`config.mk`:
```
export PLATFORM = sky130hd
export DESIGN_NAME = puf_eval_ctrl
export DESIGN_NICKNAME = d
export VERILOG_FILES = /design/src/rtl/puf_eval_ctrl.sv
export SDC_FILE = /design/constraint.sdc
export NUM_CORES = 1
export LEC_CHECK = 0
export ABC_AREA = 1
export CAP_MARGIN = 10
export CORE_ASPECT_RATIO = 0.75
export CORE_UTILIZATION = 52
export CTS_CLUSTER_DIAMETER = 60
export DETAILED_ROUTE_END_ITERATION = 12
export GPL_TIMING_DRIVEN = 0
export PLACE_DENSITY = 0.79
export SYNTH_ARGS = -nofsm -noshare
export SYNTH_HDL_FRONTEND = slang
export SYNTH_SLANG_ARGS = --single-unit
```
`constraint.sdc`:
```
create_clock -name clk -period 3.1 [get_ports clk]
set_input_delay 0.62 -clock clk [delete_from_list [all_inputs] [get_ports clk]]
set_output_delay 0.62 -clock clk [all_outputs]
set_load 0.05 [all_outputs]
```
`src/rtl/puf_eval_ctrl.sv`:
```
// Purpose : sequences one bistable-ring PUF evaluation (shift challenge, reset ring, settle, sample).
// Latency : start accepted at cycle 0 -> resp_valid at cycle N+RESET_CYC+SETTLE_CYC+3 (+ voting rounds).
// Backpressure: none; start is ignored while busy, nothing is queued.
//
// Ports: clk/rstn (sync active-low), start/length/chal request, busy/resp_valid/resp_bit response,
//        puf_si/puf_reset/puf_length drive the PUF, puf_out is the raw asynchronous ring output.
// Optional feature: define MAJORITY_VOTE_EN to run NUM_EVAL evaluations per request and return
//        the majority of the sampled bits instead of a single sample.
module puf_eval_ctrl #(
    parameter int CHAL_W     = 128,
    parameter int RESET_CYC  = 4,
    parameter int SETTLE_CYC = 16,
    parameter int NUM_EVAL   = 5
) (
    input  logic              clk,
    input  logic              rstn,
    input  logic              start,
    input  logic [1:0]        length,
    input  logic [CHAL_W-1:0] chal,
    output logic              busy,
    output logic              resp_valid,
    output logic              resp_bit,
    output logic              puf_si,
    output logic              puf_reset,
    output logic [1:0]        puf_length,
    input  logic              puf_out
);

    localparam int CNT_W = $clog2(CHAL_W + RESET_CYC + SETTLE_CYC + 1);

    typedef enum logic [2:0] {
        S_IDLE, S_SHIFT, S_RST, S_SETTLE, S_SAMPLE, S_DONE
    } state_t;

    state_t             state_q, state_d;
    logic [CNT_W-1:0]   cnt_q, cnt_d;
    logic [CHAL_W-1:0]  shreg_q, shreg_d;
    logic [1:0]         len_q, len_d;
    logic               si_q, si_d;
    logic               rst_q, rst_d;
    logic               rv_q, rv_d;
    logic               rbit_q, rbit_d;
    logic               sync1_q, sync1_d;
    logic               sync2_q, sync2_d;
`ifdef MAJORITY_VOTE_EN
    logic [3:0]         eval_q, eval_d;
    logic [3:0]         ones_q, ones_d;
`else
    logic               sample_q, sample_d;
`endif

    function automatic logic [CNT_W-1:0] ring_len(input logic [1:0] l);
        case (l)
            2'b00:   return CNT_W'(32);
            2'b01:   return CNT_W'(64);
            default: return CNT_W'(128);
        endcase
    endfunction

    always_comb begin
        state_d = state_q;
        cnt_d   = cnt_q;
        shreg_d = shreg_q;
        len_d   = len_q;
        si_d    = 1'b0;
        rst_d   = 1'b1;
        rv_d    = 1'b0;
        rbit_d  = rbit_q;
        sync1_d = puf_out;
        sync2_d = sync1_q;
`ifdef MAJORITY_VOTE_EN
        eval_d  = eval_q;
        ones_d  = ones_q;
`else
        sample_d = sample_q;
`endif
        case (state_q)
            S_IDLE: begin
                // resp_valid_q high means the previous request is still reporting (busy)
                if (start && !rv_q) begin
                    // left-align the low N challenge bits so the MSB shifts out first
                    shreg_d = chal << (CHAL_W - int'(ring_len(length)));
                    len_d   = length;
                    cnt_d   = '0;
`ifdef MAJORITY_VOTE_EN
                    eval_d  = '0;
                    ones_d  = '0;
`endif
                    state_d = S_SHIFT;
                end
            end
            S_SHIFT: begin
                si_d    = shreg_q[CHAL_W-1];
                shreg_d = shreg_q << 1;
                if (cnt_q == ring_len(len_q) - 1'b1) begin
                    cnt_d   = '0;
                    state_d = S_RST;
                end else begin
                    cnt_d = cnt_q + 1'b1;
                end
            end
            S_RST: begin
                if (cnt_q == CNT_W'(RESET_CYC - 1)) begin
                    cnt_d   = '0;
                    state_d = S_SETTLE;
                end else begin
                    cnt_d = cnt_q + 1'b1;
                end
            end
            S_SETTLE: begin
                rst_d = 1'b0;
                if (cnt_q == CNT_W'(SETTLE_CYC - 1)) begin
                    cnt_d   = '0;
                    state_d = S_SAMPLE;
                end else begin
                    cnt_d = cnt_q + 1'b1;
                end
            end
            S_SAMPLE: begin
`ifdef MAJORITY_VOTE_EN
                ones_d = ones_q + {3'b000, sync2_q};
                eval_d = eval_q + 4'd1;
                // re-evaluate with the same shifted challenge; no re-shift needed
                state_d = ((eval_q + 4'd1) < 4'(NUM_EVAL)) ? S_RST : S_DONE;
`else
                sample_d = sync2_q;
                state_d  = S_DONE;
`endif
            end
            S_DONE: begin
                rv_d    = 1'b1;
`ifdef MAJORITY_VOTE_EN
                rbit_d  = (ones_q > 4'(NUM_EVAL / 2));
`else
                rbit_d  = sample_q;
`endif
                state_d = S_IDLE;
            end
            default: state_d = S_IDLE;
        endcase
    end

    always_ff @(posedge clk) begin
        if (!rstn) begin
            state_q <= S_IDLE;
            cnt_q   <= '0;
            shreg_q <= '0;
            len_q   <= 2'b00;
            si_q    <= 1'b0;
            rst_q   <= 1'b1;
            rv_q    <= 1'b0;
            rbit_q  <= 1'b0;
            sync1_q <= 1'b0;
            sync2_q <= 1'b0;
`ifdef MAJORITY_VOTE_EN
            eval_q  <= '0;
            ones_q  <= '0;
`else
            sample_q <= 1'b0;
`endif
        end else begin
            state_q <= state_d;
            cnt_q   <= cnt_d;
            shreg_q <= shreg_d;
            len_q   <= len_d;
            si_q    <= si_d;
            rst_q   <= rst_d;
            rv_q    <= rv_d;
            rbit_q  <= rbit_d;
            sync1_q <= sync1_d;
            sync2_q <= sync2_d;
`ifdef MAJORITY_VOTE_EN
            eval_q  <= eval_d;
            ones_q  <= ones_d;
`else
            sample_q <= sample_d;
`endif
        end
    end

    // pin outputs are registered one cycle behind the state, so busy also covers the resp cycle
    assign busy       = (state_q != S_IDLE) || rv_q;
    assign resp_valid = rv_q;
    assign resp_bit   = rbit_q;
    assign puf_si     = si_q;
    assign puf_reset  = rst_q;
    assign puf_length = len_q;

endmodule

```
After elaboration in Yosys (flattened, before gate mapping)
Index checks and enable logic that the tools add are counted.
{ "word_totals": {"out_inout_bits": 7, "reg_bits": 148} }
{ "op_classes": {"addsub": 3, "shifts": 1, "muxes": 19, "n_reduce_logical": 14, "n_eq_ne": 14} }
{ "op_table": {"columns": ["cell", "n"], "rows": [
  ["128-bit case mux with 2 select lines", 1],
  ["128-bit 2-to-1 mux", 1],
  ["128-bit by 32-bit left shift with 128-bit output", 1],
  ["8-bit 2-to-1 mux", 7],
  ["8-bit case mux with 2 select lines", 2],
  ["8-bit case mux with 4 select lines", 1],
  ["3-bit case mux with 5 select lines", 1],
  ["3-bit 2-to-1 mux", 4],
  ["8-bit by 8-bit subtractor with 9-bit output, first input constant", 1],
  ["8-bit by 1-bit adder with 8-bit output, second input constant", 1],
  ["8-bit by 2-bit == test with 1-bit output, second input constant", 1],
  ["8-bit by 4-bit == test with 1-bit output, second input constant", 1],
  ["8-bit == test", 1],
  ["2-bit inequality test, second input constant", 4],
  ["2-bit AND reduction", 4],
  ["8-bit by 1-bit subtractor with 8-bit output, second input constant", 1],
  ["3-bit by 2-bit == test with 1-bit output, second input constant", 2],
  ["3-bit == test, second input constant", 2],
  ["2-bit by 1-bit == test with 1-bit output, second input constant", 2],
  ["2-bit logical NOT", 2],
  ["4-bit AND reduction", 1],
  ["4-bit nonzero test", 1],
  ["3-bit by 1-bit == test with 1-bit output, second input constant", 1],
  ["3-bit logical NOT", 1],
  ["other kinds (6)", 7]
]} }

Longest topological paths before layout
Gate-level depths: netlist of run 1.
{ "depth": {"depth_word": 8, "ltp_mapped": 14, "depth_no_buf": 14} }

Worst setup path before layout of run 1
No wires, ideal clock.
{ "synth_path": {"kind": "input to register", "start": "input port length[1]", "end": "register shreg_q[89]", "arrival_ps": 2592, "stages": 13, "setup_time_ps": 128, "n_path_buf": 5, "setup_slack_ps": 381, "cell_sequence": "nor2_2 > inv_2 > buf_2 > buf_2 > buf_2 > ha_1 > buf_1 > clkbuf_1 > o21ai_0 > o21ai_1 > inv_1 > a21oi_1 > nor2_1"} }
{ "synth_via": {"elab_chain_len": 8, "word_cells_on_any_way": 9, "cone_classes": "add/sub (1); eq/ne (1); shift (1); mux (5); reduce/logical (1)"} }
{ "synth_lines": {"columns": ["item", "line_no", "source"], "rows": [
  ["start, declared", "18", "input logic [1:0] length,"],
  ["2-bit by 1-bit == test with 1-bit output / 2-bit logical NOT (equally long branches)", "53", "case (l)"],
  ["8-bit case mux with 2 select lines *", "53", null],
  ["8-bit 2-to-1 mux *", "80", "if (start && !rv_q) begin"],
  ["8-bit 2-to-1 mux *", "77", "case (state_q)"],
  ["8-bit by 8-bit subtractor with 9-bit output *", "82", "shreg_d = chal << (CHAL_W - int'(ring_len(length)));"],
  ["128-bit by 32-bit left shift with 128-bit output *", "82", null],
  ["128-bit 2-to-1 mux *", "80", null],
  ["128-bit case mux with 2 select lines *", "77", null],
  ["end signal, assigned", "164", "shreg_q <= shreg_d;"],
  ["end, declared", "37", "logic [CHAL_W-1:0] shreg_q, shreg_d;"]
]} }
Every way passes the cells marked *; elsewhere a longest branch is shown, timed or not. The select of a mux whose other input is x is not followed.
A chain may end at the register's enable or synchronous reset.

Final worst setup path of run 1
{ "layout_path": {"start": "input port length[0]", "end": "register shreg_q[125]"} }
Same word-level chain as after synthesis.

==> results of run 1 <==
[cell type report]
type                    count  area share (%)
clock buffers              20           4.082
inverters                 238           8.209
plain buffers             101           4.734
multi-input cells         866           39.64
clock inverters            11          0.9376
well taps                 210           2.401
flip-flops and latches    148           27.08
repair buffers            142           12.92
[where the power goes]
part           internal [mW]  switching (mW)  total, mW
registers               2.36           0.202       2.57
clock network           1.12           0.844       1.97
logic                   1.28            2.39       3.68
[layout by cell type (no fill, tap or decap), drive strengths merged]
cell,synthesis,final
a21oi,169,169
a31oi,22,22
buf,55,58
bufinv,0,1
clkbuf,47,66
clkdlybuf4s50,0,139
clkinv,0,5
clkinvlp,0,3
dfxtp,148,148
ha,5,5
inv,238,240
nand2,191,191
nand3,88,88
nand3b,2,2
nand4,3,3
nor2,114,114
nor3,4,4
nor3b,1,1
o2111ai,1,1
o211ai,32,32
o21ai,167,167
o21bai,1,1
o22ai,63,63
xnor2,1,1
xor2,2,2
[kinds of logic (layout without fill, tap and decap cells)]
| family | after synthesis | count (layout) | synth area share (%) |
|---|---|---|---|
| buffers and inverters | 340 | 512 | 15.94 |
| AOI/OAI and AO/OA | 455 | 455 | 28.94 |
| and+or+nand+nor | 403 | 403 | 19.95 |
| adders and majority gates | 5 | 5 | 0.7211 |
| DFF | 148 | 148 | 34.15 |
| xor gates and xnor gates | 3 | 3 | 0.3029 |
[path summary, 6_finish.rpt]
kind | startpoint | endpoint | slack (ns)
worst max-delay path | length[0] | shreg_q[125] | 0.13
worst min-delay path | sync1_q | sync2_q | 0.43
worst max register to register | state_q[2] | shreg_q[94] | 1.13
worst min register to register | sync1_q | sync2_q | 0.43
[timing repair]
item / in CTS / in global routing
buffers inserted: 1 / 2
gates resized for setup: 18 / 5
endpoints found under the setup margin: 128 / 120
pin swaps: 1 / 1
cloned: 0 / 0
[worst register-to-register path: cells and delay by family, from the launching register on]
family | cells | cell delay, ns
buf+inv | 3 | 0.82
simple gates | 2 | 0.20
compound gates | 2 | 0.28
flops | 1 | 0.51
[state kept, by name, indices dropped and copies added (netlist names)]
| name | flops |
|---|---|
| puf_si | 1 |
| resp_bit | 1 |
| shreg_q | 128 |
| puf_length | 2 |
| puf_reset | 1 |
| cnt_q | 8 |
| resp_valid | 1 |
| sync2_q | 1 |
| state_q | 3 |
| sample_q | 1 |
| sync1_q | 1 |
[layer usage]
layer  up-vias  track usage (%)
met5         -                0
met1      4423            50.16
li1       4763                -
met3        62            7.880
met4         0            10.47
met2       562            52.05
==> key figures, run 1 <==
Drt
  • WL per Instance: 16.98 microns
  • Vias after detailed routing: 9,810
  • DRC viols: 0
  • Highest routed layer: met4
  • Detailed-routed wire length on met3: 3.340 mm
  • Post-DRT Antenna Nets: 0
  • Iter 0 DRT Violations: 1,364
  • Post-Route WL: 29.47 mm
  • First-pass DRT Iterations: 5
  • WL met2: 12.40 mm
  • Vias/cell: 5.651
  • Met1 WL: 13.12 mm

Placement
  • IO Port Bufs: 139
  • Number of instances in the placed design: 1,703
  • DP Wirelength: 22.36 mm
  • Dpl cell area: 10,330 sq um
  • GPL Wtd Cong: 0.9922
  • Place WS: -0.9468 ns

Global routing
  • Largest net degree at the start of global routing: 17
  • Gr ovfl total: 0
  • Initial antenna violation count: 0
  • Total track usage: 35.02%
  • Vias in the first global route: 8,748
  • First-pass GRT wire length: 45.82 mm

Cells and area
  • Register area: 2963 sq um
  • Area added between synthesis and finish: 26.13%
  • Fin area: 10,940 sq um
  • # diodes: 0
  • Post-Layout Cell Count: 1,736
  • Fillers: 1,456
  • Final design utilization: 67.69%
  • Multi-input logic area: 4338 sq um
  • Layout cells sized above 1: 7.208%
  • Nets: 1,653

CTS
  • CTS max path bufs: 2
  • CTS Root Cell: clkbuf_16
  • CTS Hold Buffers Added: 0
  • CTS Sinks: 148
  • H-tree Lvls: 4
  • CTS clk-pin slew, worst paths: 0.06 ns
  • Skew-Pair Late Insertion Delay: 0.43 ns
  • CTS tree: built
  • Total CTS buffers: 17

Die
  • Die X: 151.2 microns
  • Core ar.: 16,170 sq um
  • # rows: 40
  • Die H: 113.9 microns
  • Die area: 17,210 sq um
  • I/O pin cnt: 141
  • Initial Util: 53.67%

Worst setup path
  • Critical path peak fanout: 18
  • Crit path required time: 3.40 ns
  • FF-to-FF path depth: 7
  • Crit end category: flop
  • CP bufs+invs: 7
  • Critical Path AT: 3.27 ns
  • Crit path launch type: primary input
  • Critical path depth: 12
  • CP Class: in -> reg
  • Slowest stage cell, crit path: clkdlybuf4s50_1
  • CP top delay family: buffers and inverters
  • Slowest stage delay, CP: 0.49 ns
  • Cells along the critical path: clkdlybuf4s50_1 > nor2_4 > inv_2 > buf_6 > buf_4 > ha_2 > inv_4 > clkbuf_1 > o21ai_0 > inv_1 > a21oi_2 > nor2_2

Timing
  • Clk_skew: 0.009814 ns
  • Fin. Hold Viols: 0
  • Unrepaired setup endpoints after global routing: no
  • PnR worst setup slack: 0.1336 ns
  • Final Setup Violations: 0
  • Slew Limit Fails: 0
  • Worst-Margin Slew: 0.8114 ns
  • Fmax: 337.1 MHz
  • Minimum hold slack: 0.4253 ns
  • Setup TNS Final: 0 ns
  • Rel. slew slack: 45.90%
  • Min Tclk post-route: 2.966 ns
  • Period Utilization, post-route: 95.69%

Synth
  • Most frequent cell after synthesis: inv_1
  • Synth cell count leaders: 234 x inv_1, 189 x nand2_1, 158 x a21oi_1, 150 x o21ai_0, 148 x dfxtp_1
  • Synth area leader: dfxtp_1
  • Fraction of registers with async set/reset: 0%
  • #FFs+latches synth: 148
  • Top cell type's share of synthesized area: 34.15%
  • Avg Synthesized Cell Area: 6.408 sq um
  • Area contributors post-synth: dfxtp_1 34%, inv_1 10%, a21oi_1 9.1%
  • Post-synth EDFFs: 0
  • Mapped Area: 8676 sq um
  • Syn. warnings: 0
  • Cell count after synthesis: 1,354
  • Distinct cells, synth: 36
  • Post-Syn Nets: 1,493
  • Register area share after synthesis: 34.15%
  • Primary FF master, synth: dfxtp_1

Pwr
  • Pwr Total: 8.209 mW
  • Worst vdd ir: 0.4673 mV
  • Static leakage: 4.655 nW
  • P per Cell Area: 750.2 nW/um^2

Hold path
  • Hold Crit Depth: 2
  • Worst min path class: reg -> reg

Status
  • Status: complete, no violations

Flow run
  • Max-cap violations: 0
Power figures use the tool's default switching activity.
==> run 2, diff against run 1 <==
- ABC_CLOCK_PERIOD_IN_PS: default -> 3100
- CORE_ASPECT_RATIO: 0.75 -> 0.8
==> run 2 against run 1 <==
Non-clock buffer count is the same. Die area hardly changed. Via count grew 1.2%. Clock skew is 0.0015 ns lower. Sequential share of layout area hardly changed. Register-to-register slack lost 0.02 ns. Sequential power barely moved. Flip-flop and latch count is the same. Cell area grew 0.14%. Critical path depth up 1. Wire length increased by 0.92%. Clock-buffer cell count fell by 1.
==> key figures, run 2 (synthesis results as in run 1) <==
Timing
  • Min Tclk post-route: 2.927 ns
  • Period Utilization, post-route: 94.41%
  • Final Setup Violations: 0
  • Unrepaired setup endpoints after global routing: no
  • Setup TNS Final: 0 ns
  • Clk_skew: 0.008320 ns
  • Fmax: 341.7 MHz
  • Worst-Margin Slew: 0.8419 ns
  • PnR worst setup slack: 0.1734 ns
  • Fin. Hold Viols: 0
  • Slew Limit Fails: 0
  • Rel. slew slack: 43.87%
  • Minimum hold slack: 0.4283 ns

Worst setup path
  • Slowest stage delay, CP: 0.57 ns
  • Critical path peak fanout: 18
  • Crit path launch type: primary input
  • Critical Path AT: 3.23 ns
  • Worst r2r src: state_q[2]
  • Terminus of the critical flop-to-flop path: shreg_q[117]
  • CP top delay family: buffers and inverters
  • Slowest stage cell, crit path: clkdlybuf4s50_1
  • Cells along the critical path: clkdlybuf4s50_1 > nor2_4 > inv_2 > buf_6 > buf_4 > ha_2 > inv_4 > clkbuf_2 > o211ai_1 > o21ai_0 > inv_1 > a21oi_1 > nor2_1
  • CP Class: in -> reg
  • Crit path required time: 3.41 ns
  • FF-to-FF path depth: 7
  • CP bufs+invs: 7
  • R2R setup slack: 1.11 ns
  • Crit end category: flop

Hold path
  • Hold Path Origin: sync1_q
  • Worst min path class: reg -> reg
  • Hold Path Sink: sync2_q
  • Hold Crit Depth: 2

CTS
  • CTS clk-pin slew, worst paths: 0.06 ns
  • CTS Hold Buffers Added: 0
  • Skew-Pair Late Insertion Delay: 0.43 ns
  • CTS Sinks: 148
  • H-tree Lvls: 4
  • CTS Root Cell: clkbuf_16
  • CTS max path bufs: 2
  • Total CTS buffers: 17
  • CTS tree: built

Global routing
  • Initial antenna violation count: 0
  • Largest net degree at the start of global routing: 17
  • Total track usage: 34.71%
  • Vias in the first global route: 9,029
  • First-pass GRT wire length: 46.58 mm
  • Gr ovfl total: 0

Placement
  • IO Port Bufs: 139
  • Place WS: -0.9140 ns
  • Dpl cell area: 10,340 sq um
  • GPL Wtd Cong: 0.9855
  • DP Wirelength: 22.59 mm

Pwr
  • Clk pwr share: 24.1%
  • Sw power: 3.448 mW
  • Logic pwr share: 44.8%
  • Worst vdd ir: 0.4821 mV
  • Static leakage: 4.668 nW
  • Internal Power: 4.789 mW
  • P per Cell Area: 751.7 nW/um^2
  • Sequential share of power: 31.1%
  • Sw Share: 41.86%

Flow run
  • Max-cap violations: 0

Drt
  • WL per Instance: 17.09 microns
  • DRC viols: 0
  • Vias after detailed routing: 9,930
  • Post-DRT Antenna Nets: 0
  • Vias/cell: 5.707
  • Iter 0 DRT Violations: 1,207
  • Post-Route WL: 29.74 mm
  • First-pass DRT Iterations: 6

Die
  • I/O pin cnt: 141
  • # rows: 41
  • Initial Util: 54.03%
  • Die area: 17,210 sq um
  • Core ar.: 16,060 sq um
  • Die H: 117.5 microns
  • Die X: 146.4 microns

Status
  • Status: complete, no violations

Cells and area
  • Final design utilization: 68.25%
  • Most frequent cells in the layout: 234 x inv_1, 189 x nand2_1, 158 x a21oi_1
  • Area added between synthesis and finish: 26.31%
  • Layout cells sized above 1: 7.344%
  • # diodes: 0
  • Nets: 1,653
  • Largest reg by FF count: shreg_q
  • Commonest non-fill, non-tap cell in the layout: inv_1
  • Largest register FFs: 128
  • Top Registers: shreg_q (128), cnt_q (8), state_q (3)
  • Fin area: 10,960 sq um
run 2: cell types whose count changed in the layout (fill, tap and decap cells not counted), sizes merged:
cell	previous run	this run
clkbuf	66	67
clkinvlp	3	2
inv	240	241
buf	58	56
run 2: routing by layer:
metal	track usage [%]	up-vias	wire length, microns
met5	0	-	0
met4	12.37	0	826
met3	8.372	73	3812
met2	51.88	617	12500
met1	48.43	4471	12600
li1	-	4769	-
run 2: how the worst max path moves through the flow:
stage,start,to,cells after the start
6_report,length[1],shreg_q[100],13
2_1_floorplan,length[1],shreg_q[89],13
5_1_grt,length[0],shreg_q[93],13
4_1_cts,length[1],shreg_q[120],14
3_3_place_gp,length[1],shreg_q[94],14
3_5_place_dp,length[1],shreg_q[94],14
run 2: final cells by class:
cell class | count | area, sq um
Inverter | 238 | 898.4
Fill cell | 1471 | 5099
Clock buffer | 19 | 452.9
Sequential cell | 148 | 2963
Timing Repair Buffer | 142 | 1414
Multi-Input combinational cell | 866 | 4338
Buffer | 101 | 519.2
Clock inverter | 11 | 103.9
Tap cell | 215 | 269.0
run 2: tightest hold or removal path: stages (launching register included):
cell and delay [ns]:
dfxtp_1 0.30, nand2_1 0.06, inv_1 0.03
run 2: stage by stage:
| stage | std cells | total power, mW |
|---|---|---|
| detailed placement | 1708 | 6.138 |
| floorplan | 1354 | 5.114 |
| global route | 1740 | 8.721 |
| finish | 1740 | 8.237 |
| global placement | 1708 | 6.049 |
| CTS | 1738 | 8.122 |
run 2: what timing repair did:
action                                  CTS  global route
pin swaps                                 1             2
resized for setup                        12            17
endpoints found under the setup margin  128           122
buffers inserted                          0             3
run 2: power by group through the flow:
stage	Sequential (mW)	Combinational, mW	Clock [mW]
finish	2.56	3.69	1.98
detailed placement	2.59	3.54	0
global placement	2.58	3.47	0
CTS	2.56	3.59	1.98
global route	2.61	4.05	2.07
floorplan	2.58	2.54	0
==> run 3, diff against run 2 <==
- CELL_PAD_IN_SITES_DETAIL_PLACEMENT: default -> 0
- CELL_PAD_IN_SITES_GLOBAL_PLACEMENT: default -> 1
- CORE_UTILIZATION: 52 -> 38
- PLACE_DENSITY: 0.79 -> 0.82
- SLEW_MARGIN: default -> 25
==> run 3 against run 2 <==
Maximum frequency shrank 1.7%. Clock skew about the same. Clock power grew 16%.
==> key figures, run 3 (synthesis results as in run 1) <==
Status
  • Status: complete, no violations

CTS
  • CTS Sinks: 148
  • Skew-Pair Late Insertion Delay: 0.44 ns
  • Total CTS buffers: 17
  • CTS max path bufs: 2
  • CTS clk-pin slew, worst paths: 0.07 ns
  • CTS tree: built
  • H-tree Lvls: 4
  • CTS Root Cell: clkbuf_16
  • CTS Hold Buffers Added: 0

Worst setup path
  • Crit path required time: 3.41 ns
  • Critical path peak fanout: 18
  • Crit path launch type: primary input
  • Critical Path AT: 3.28 ns
  • CP Class: in -> reg
  • Crit end category: flop

Die
  • Core ar.: 22,440 sq um
  • Initial Util: 38.66%
  • Die H: 137.1 microns
  • I/O pin cnt: 141
  • # rows: 49
  • Die area: 23,440 sq um
  • Die X: 170.9 microns

Cells and area
  • Final design utilization: 49.86%
  • Register area: 2963 sq um
  • # diodes: 0
  • Largest register FFs: 128
  • Post-Layout Cell Count: 1,837
  • Layout cells sized above 1: 7.707%
  • Largest reg by FF count: shreg_q
  • Most frequent cells in the layout: 234 x inv_1, 189 x nand2_1, 158 x a21oi_1
  • Multi-input logic area: 4338 sq um
  • Fillers: 2,377
  • Area added between synthesis and finish: 28.96%
  • Top Registers: shreg_q (128), cnt_q (8), state_q (3)
  • Nets: 1,657
  • Commonest non-fill, non-tap cell in the layout: inv_1

Pwr
  • Worst vdd ir: 0.3202 mV
  • P per Cell Area: 765.2 nW/um^2
  • Pwr Total: 8.561 mW
  • Static leakage: 4.735 nW

Timing
  • Rel. slew slack: 41.59%
  • Final Setup Violations: 0
  • Period Utilization, post-route: 96.05%
  • Worst-Margin Slew: 0.8670 ns
  • Setup TNS Final: 0 ns
  • Clk_skew: 0.008743 ns
  • Min Tclk post-route: 2.977 ns
  • Fin. Hold Viols: 0
  • Slew Limit Fails: 0
  • Minimum hold slack: 0.4353 ns
  • Fmax: 335.9 MHz
  • Unrepaired setup endpoints after global routing: no

Drt
  • Detailed-routed wire length on met3: 2.472 mm
  • First-pass DRT Iterations: 5
  • WL per Instance: 17.05 microns
  • Iter 0 DRT Violations: 980
  • Vias after detailed routing: 9,500
  • WL met2: 13.09 mm
  • Post-DRT Antenna Nets: 0
  • Post-Route WL: 31.33 mm
  • Vias/cell: 5.171
  • Highest routed layer: met4
  • Met1 WL: 15.17 mm
  • DRC viols: 0

Placement
  • IO Port Bufs: 139
  • Number of instances in the placed design: 1,799
  • GPL Wtd Cong: 0.9502
  • DP Wirelength: 24.19 mm

Global routing
  • Total track usage: 27.21%
  • Gr ovfl total: 0
  • Initial antenna violation count: 0
  • Vias in the first global route: 8,682
  • First-pass GRT wire length: 47.67 mm
  • Largest net degree at the start of global routing: 19

Flow run
  • Max-cap violations: 0

Hold path
  • Worst min path class: reg -> reg
[run 3: metal layers]
metal | GRT usage [%] | vias to the layer above
li1 | - | 4776
met1 | 38.82 | 4366
met2 | 40.84 | 322
met3 | 6.131 | 36
met4 | 7.391 | 0
met5 | 0 | -
[run 3: timing repair]
action / CTS / global route
pin swaps: 1 / 2
endpoints found under the setup margin: 128 / 122
gates resized for setup: 13 / 18
setup buffers: 2 / 5
[run 3: metrics by stage]
step	worst slack [ns]	cell area [sq um]
after global routing	0.01080	11190
after CTS	0.01854	11130
final	0.1225	11190
after floorplan	0.3808	8676
after global placement	-0.9777	10450
after detailed placement	-0.9754	10450
[run 3: final cells by class]
class,instances,share of cell area (%)
clock buffers,19,4.048
multi-input cells,866,38.77
flip-flops and latches,148,26.48
clock inverters,13,1.711
well taps,306,3.422
inverters,238,8.052
repair buffers,146,12.91
plain buffers,101,4.607
[run 3: path summary, 6_finish.rpt]
kind / slack, ns / depth (start not counted) / end / startpoint
max reg2reg: 1.01 / 7 / shreg_q[93] / state_q[2]
min: 0.44 / 2 / sync2_q / sync1_q
min reg2reg: 0.44 / 2 / sync2_q / sync1_q
max: 0.12 / 12 / shreg_q[100] / length[0]
[run 3: critical path, stage by stage]
cell and delay (ns):
clkdlybuf4s50_1 0.50, nor2_4 0.25, inv_4 0.13, buf_4 0.22
clkbuf_4 0.20, ha_2 0.40, inv_4 0.09, buf_1 0.26
o21ai_0 0.36, inv_1 0.07, a21oi_1 0.13, nor2_1 0.05
[run 3: report_power, final]
| group | total (mW) | internal (mW) | switching (mW) |
|---|---|---|---|
| registers | 2.56 | 2.36 | 0.192 |
| logic | 3.70 | 1.29 | 2.41 |
| clock network | 2.30 | 1.40 | 0.898 |
==> variant: new RTL, flow settings as in run 1 <==
Change the parameter `CHAL_W` from 128 to 256.
--- a/src/rtl/puf_eval_ctrl.sv
+++ b/src/rtl/puf_eval_ctrl.sv
@@ -9,3 +9,3 @@
 module puf_eval_ctrl #(
-    parameter int CHAL_W     = 128,
+    parameter int CHAL_W     = 256,
     parameter int RESET_CYC  = 4,
Ports: changed (resized chal); port bits go from 141 to 269. The function was not compared with the original's and may differ.
==> variant against run 1 <==
Sequential cell count rose by 129. Clock power rose by 69%. Final cell count rose by 38%. Global-route usage rose by 1.4 points. Wire length rose by 59%. Final area rose by 43%. Setup slack got worse by 24 ps. Synthesized area rose by 49%. Power rose by 52%. Critical endpoint is now shreg_q[234]$_SDFFE_PN0P_. Highest routed layer unchanged.
==> variant: results (changes against run 1) <==
Status
  – Run status: finished, final reports clean (unchanged)

Drt
  – Metal2 WL: 18000 um (was 12400 um)
  – Starting DRT DRC Count: 1701 (was 1364)
  – Met3 WL post-DR: 6300 um (was 3340 um)
  – M1 WL: 21000 um (was 13100 um)
  – Via count: 13500 (was 9810)
  – WL/cell: 19.7 um (was 17.0 um)

Power and ir drop
  – Reg power frac: 36.2% (was 31.3%)
  – P_sw: 4.90 mW (was 3.44 mW)
  – Power, Total: 12.4 mW (was 8.21 mW)
  – Maximum vdd drop: 0.000807 V (was 0.000467 V)
  – Lkg Pwr: 6.18 nW (was 4.65 nW)
  – Gate power share: 37.1% (was 44.8%)

Placed design
  – Hpwl dp: 35200 um (was 22400 um)
  – PortBufs: 140 (was 139)
  – Place WS: -622 ps (was -947 ps)
  – Dpl cell area: 14800 um2 (was 10300 um2)

Yosys
  – Commonest cells in the netlist: 640 x nand2_1, 277 x dfxtp_1, 201 x a21oi_1, 177 x o21ai_0, 144 x inv_1 (was 234 x inv_1, 189 x nand2_1, 158 x a21oi_1, 150 x o21ai_0, 148 x dfxtp_1)
  – Synth area leaders: dfxtp_1 43%, nand2_1 19%, a21oi_1 7.8% (was dfxtp_1 34%, inv_1 10%, a21oi_1 9.1%)
  – Synth cell types: 42 (was 36)
  – Syn Nets: 2131 (was 1493)
  – Main synth FF type: dfxtp_1 (unchanged)
  – Sequential area share after synthesis: 42.8% (was 34.2%)

Global routing
  – Gr busiest metal: met1 (was met2)
  – Largest net degree at the start of global routing: 15 (was 17)
  – GR Util met2: 49.0% (was 52.0%)
  – First-pass GRT wire length: 70700 um (was 45800 um)
  – Vias in the first global route: 12500 (was 8748)
  – Grt met3 use: 12.9% (was 7.88%)
  – Gr usage total: 36.4% (was 35.0%)
  – M1 GR Usage: 52.6% (was 50.2%)

Setup path
  – Critical Path Fanout Max: 10 (was 18)
  – Reg2reg end: shreg_q[201]$_SDFFE_PN0P_ (was shreg_q[94]$_SDFFE_PN0P_)
  – Worst r2r src: state_q[0]$_SDFFE_PN0P_ (was state_q[2]$_SDFFE_PN0P_)
  – Worst EP arrival: 3430 ps (was 3270 ps)
  – Start point of the critical path: length[1] (was length[0])

Cells and area
  – # fillers: 2233 (was 1456)
  – Nets: 2301 (was 1653)
  – Registers with the most flip-flops: shreg_q x256, cnt_q x9, state_q x3 (was shreg_q x128, cnt_q x8, state_q x3)
  – Layout cell share with drive strength beyond 1: 7.58% (was 7.21%)

Timing
  – Least-Margin Pin Slew: 1230 ps (was 811 ps)

CTS
  – Clock tree buffer depth: 3 (was 2)
  – Clock Latency Late Sink: 560 ps (was 430 ps)
  – Htree depth: 1 (was 4)
  – TritonCTS Buffers: 28 (was 17)
-- variant: cells by family (layout without fill, tap and decap cells) --
group,count (synthesis),in the layout,share of synthesized area (%)
simple gates,778,778,24.0
compound gates,513,513,22.1
buf+inv,289,481,10.5
flops,277,277,42.8
fa+ha+maj,4,4,0.387
xor+xnor,4,4,0.271
-- variant: critical path: stages --
cell and delay, ps:
clkdlybuf4s50_1 470, nor2_4 270, inv_1 80, buf_2 200, buf_2 230, ha_1 330
inv_1 140, buf_2 300, nand3_1 130, o21ai_1 210, o21ai_0 220, o21bai_1 170
inv_1 50
-- variant: timing repair --
item	in CTS	in global routing
endpoints found under the hold margin	0	0
gates resized for setup	1	4
hold buffers	0	0
endpoints found under the setup margin	3	2
setup buffers	0	0
-- variant: how the worst max path moves through the flow --
stage                     slack (ps)  depth (start not counted)                         to
final                            110                         13  shreg_q[234]$_SDFFE_PN0P_
after floorplan                  770                         12  shreg_q[247]$_SDFFE_PN0P_
after global placement          -630                         13  shreg_q[234]$_SDFFE_PN0P_
after detailed placement        -620                         13  shreg_q[234]$_SDFFE_PN0P_
after CTS                         80                         12  shreg_q[234]$_SDFFE_PN0P_
after global routing               6                         13  shreg_q[235]$_SDFFE_PN0P_
-- variant: stage by stage --
stage	cells	hold slack, ps
2_1_floorplan	1865	390
3_3_place_gp	2336	395
3_5_place_dp	2336	403
4_1_cts	2388	417
5_1_grt	2388	436
6_report	2388	414
-- variant: cell type report --
type                            count  area (um2)  area share (%)
Inverter                          152         576            3.68
Tap cell                          331         414            2.64
Multi-Input combinational cell   1299        6040            38.6
Buffer                            137         783            5.00
Timing Repair Buffer              140        1400            8.95
Sequential cell                   277        5550            35.4
Clock buffer                       43         838            5.35
Clock inverter                      9        57.6           0.368
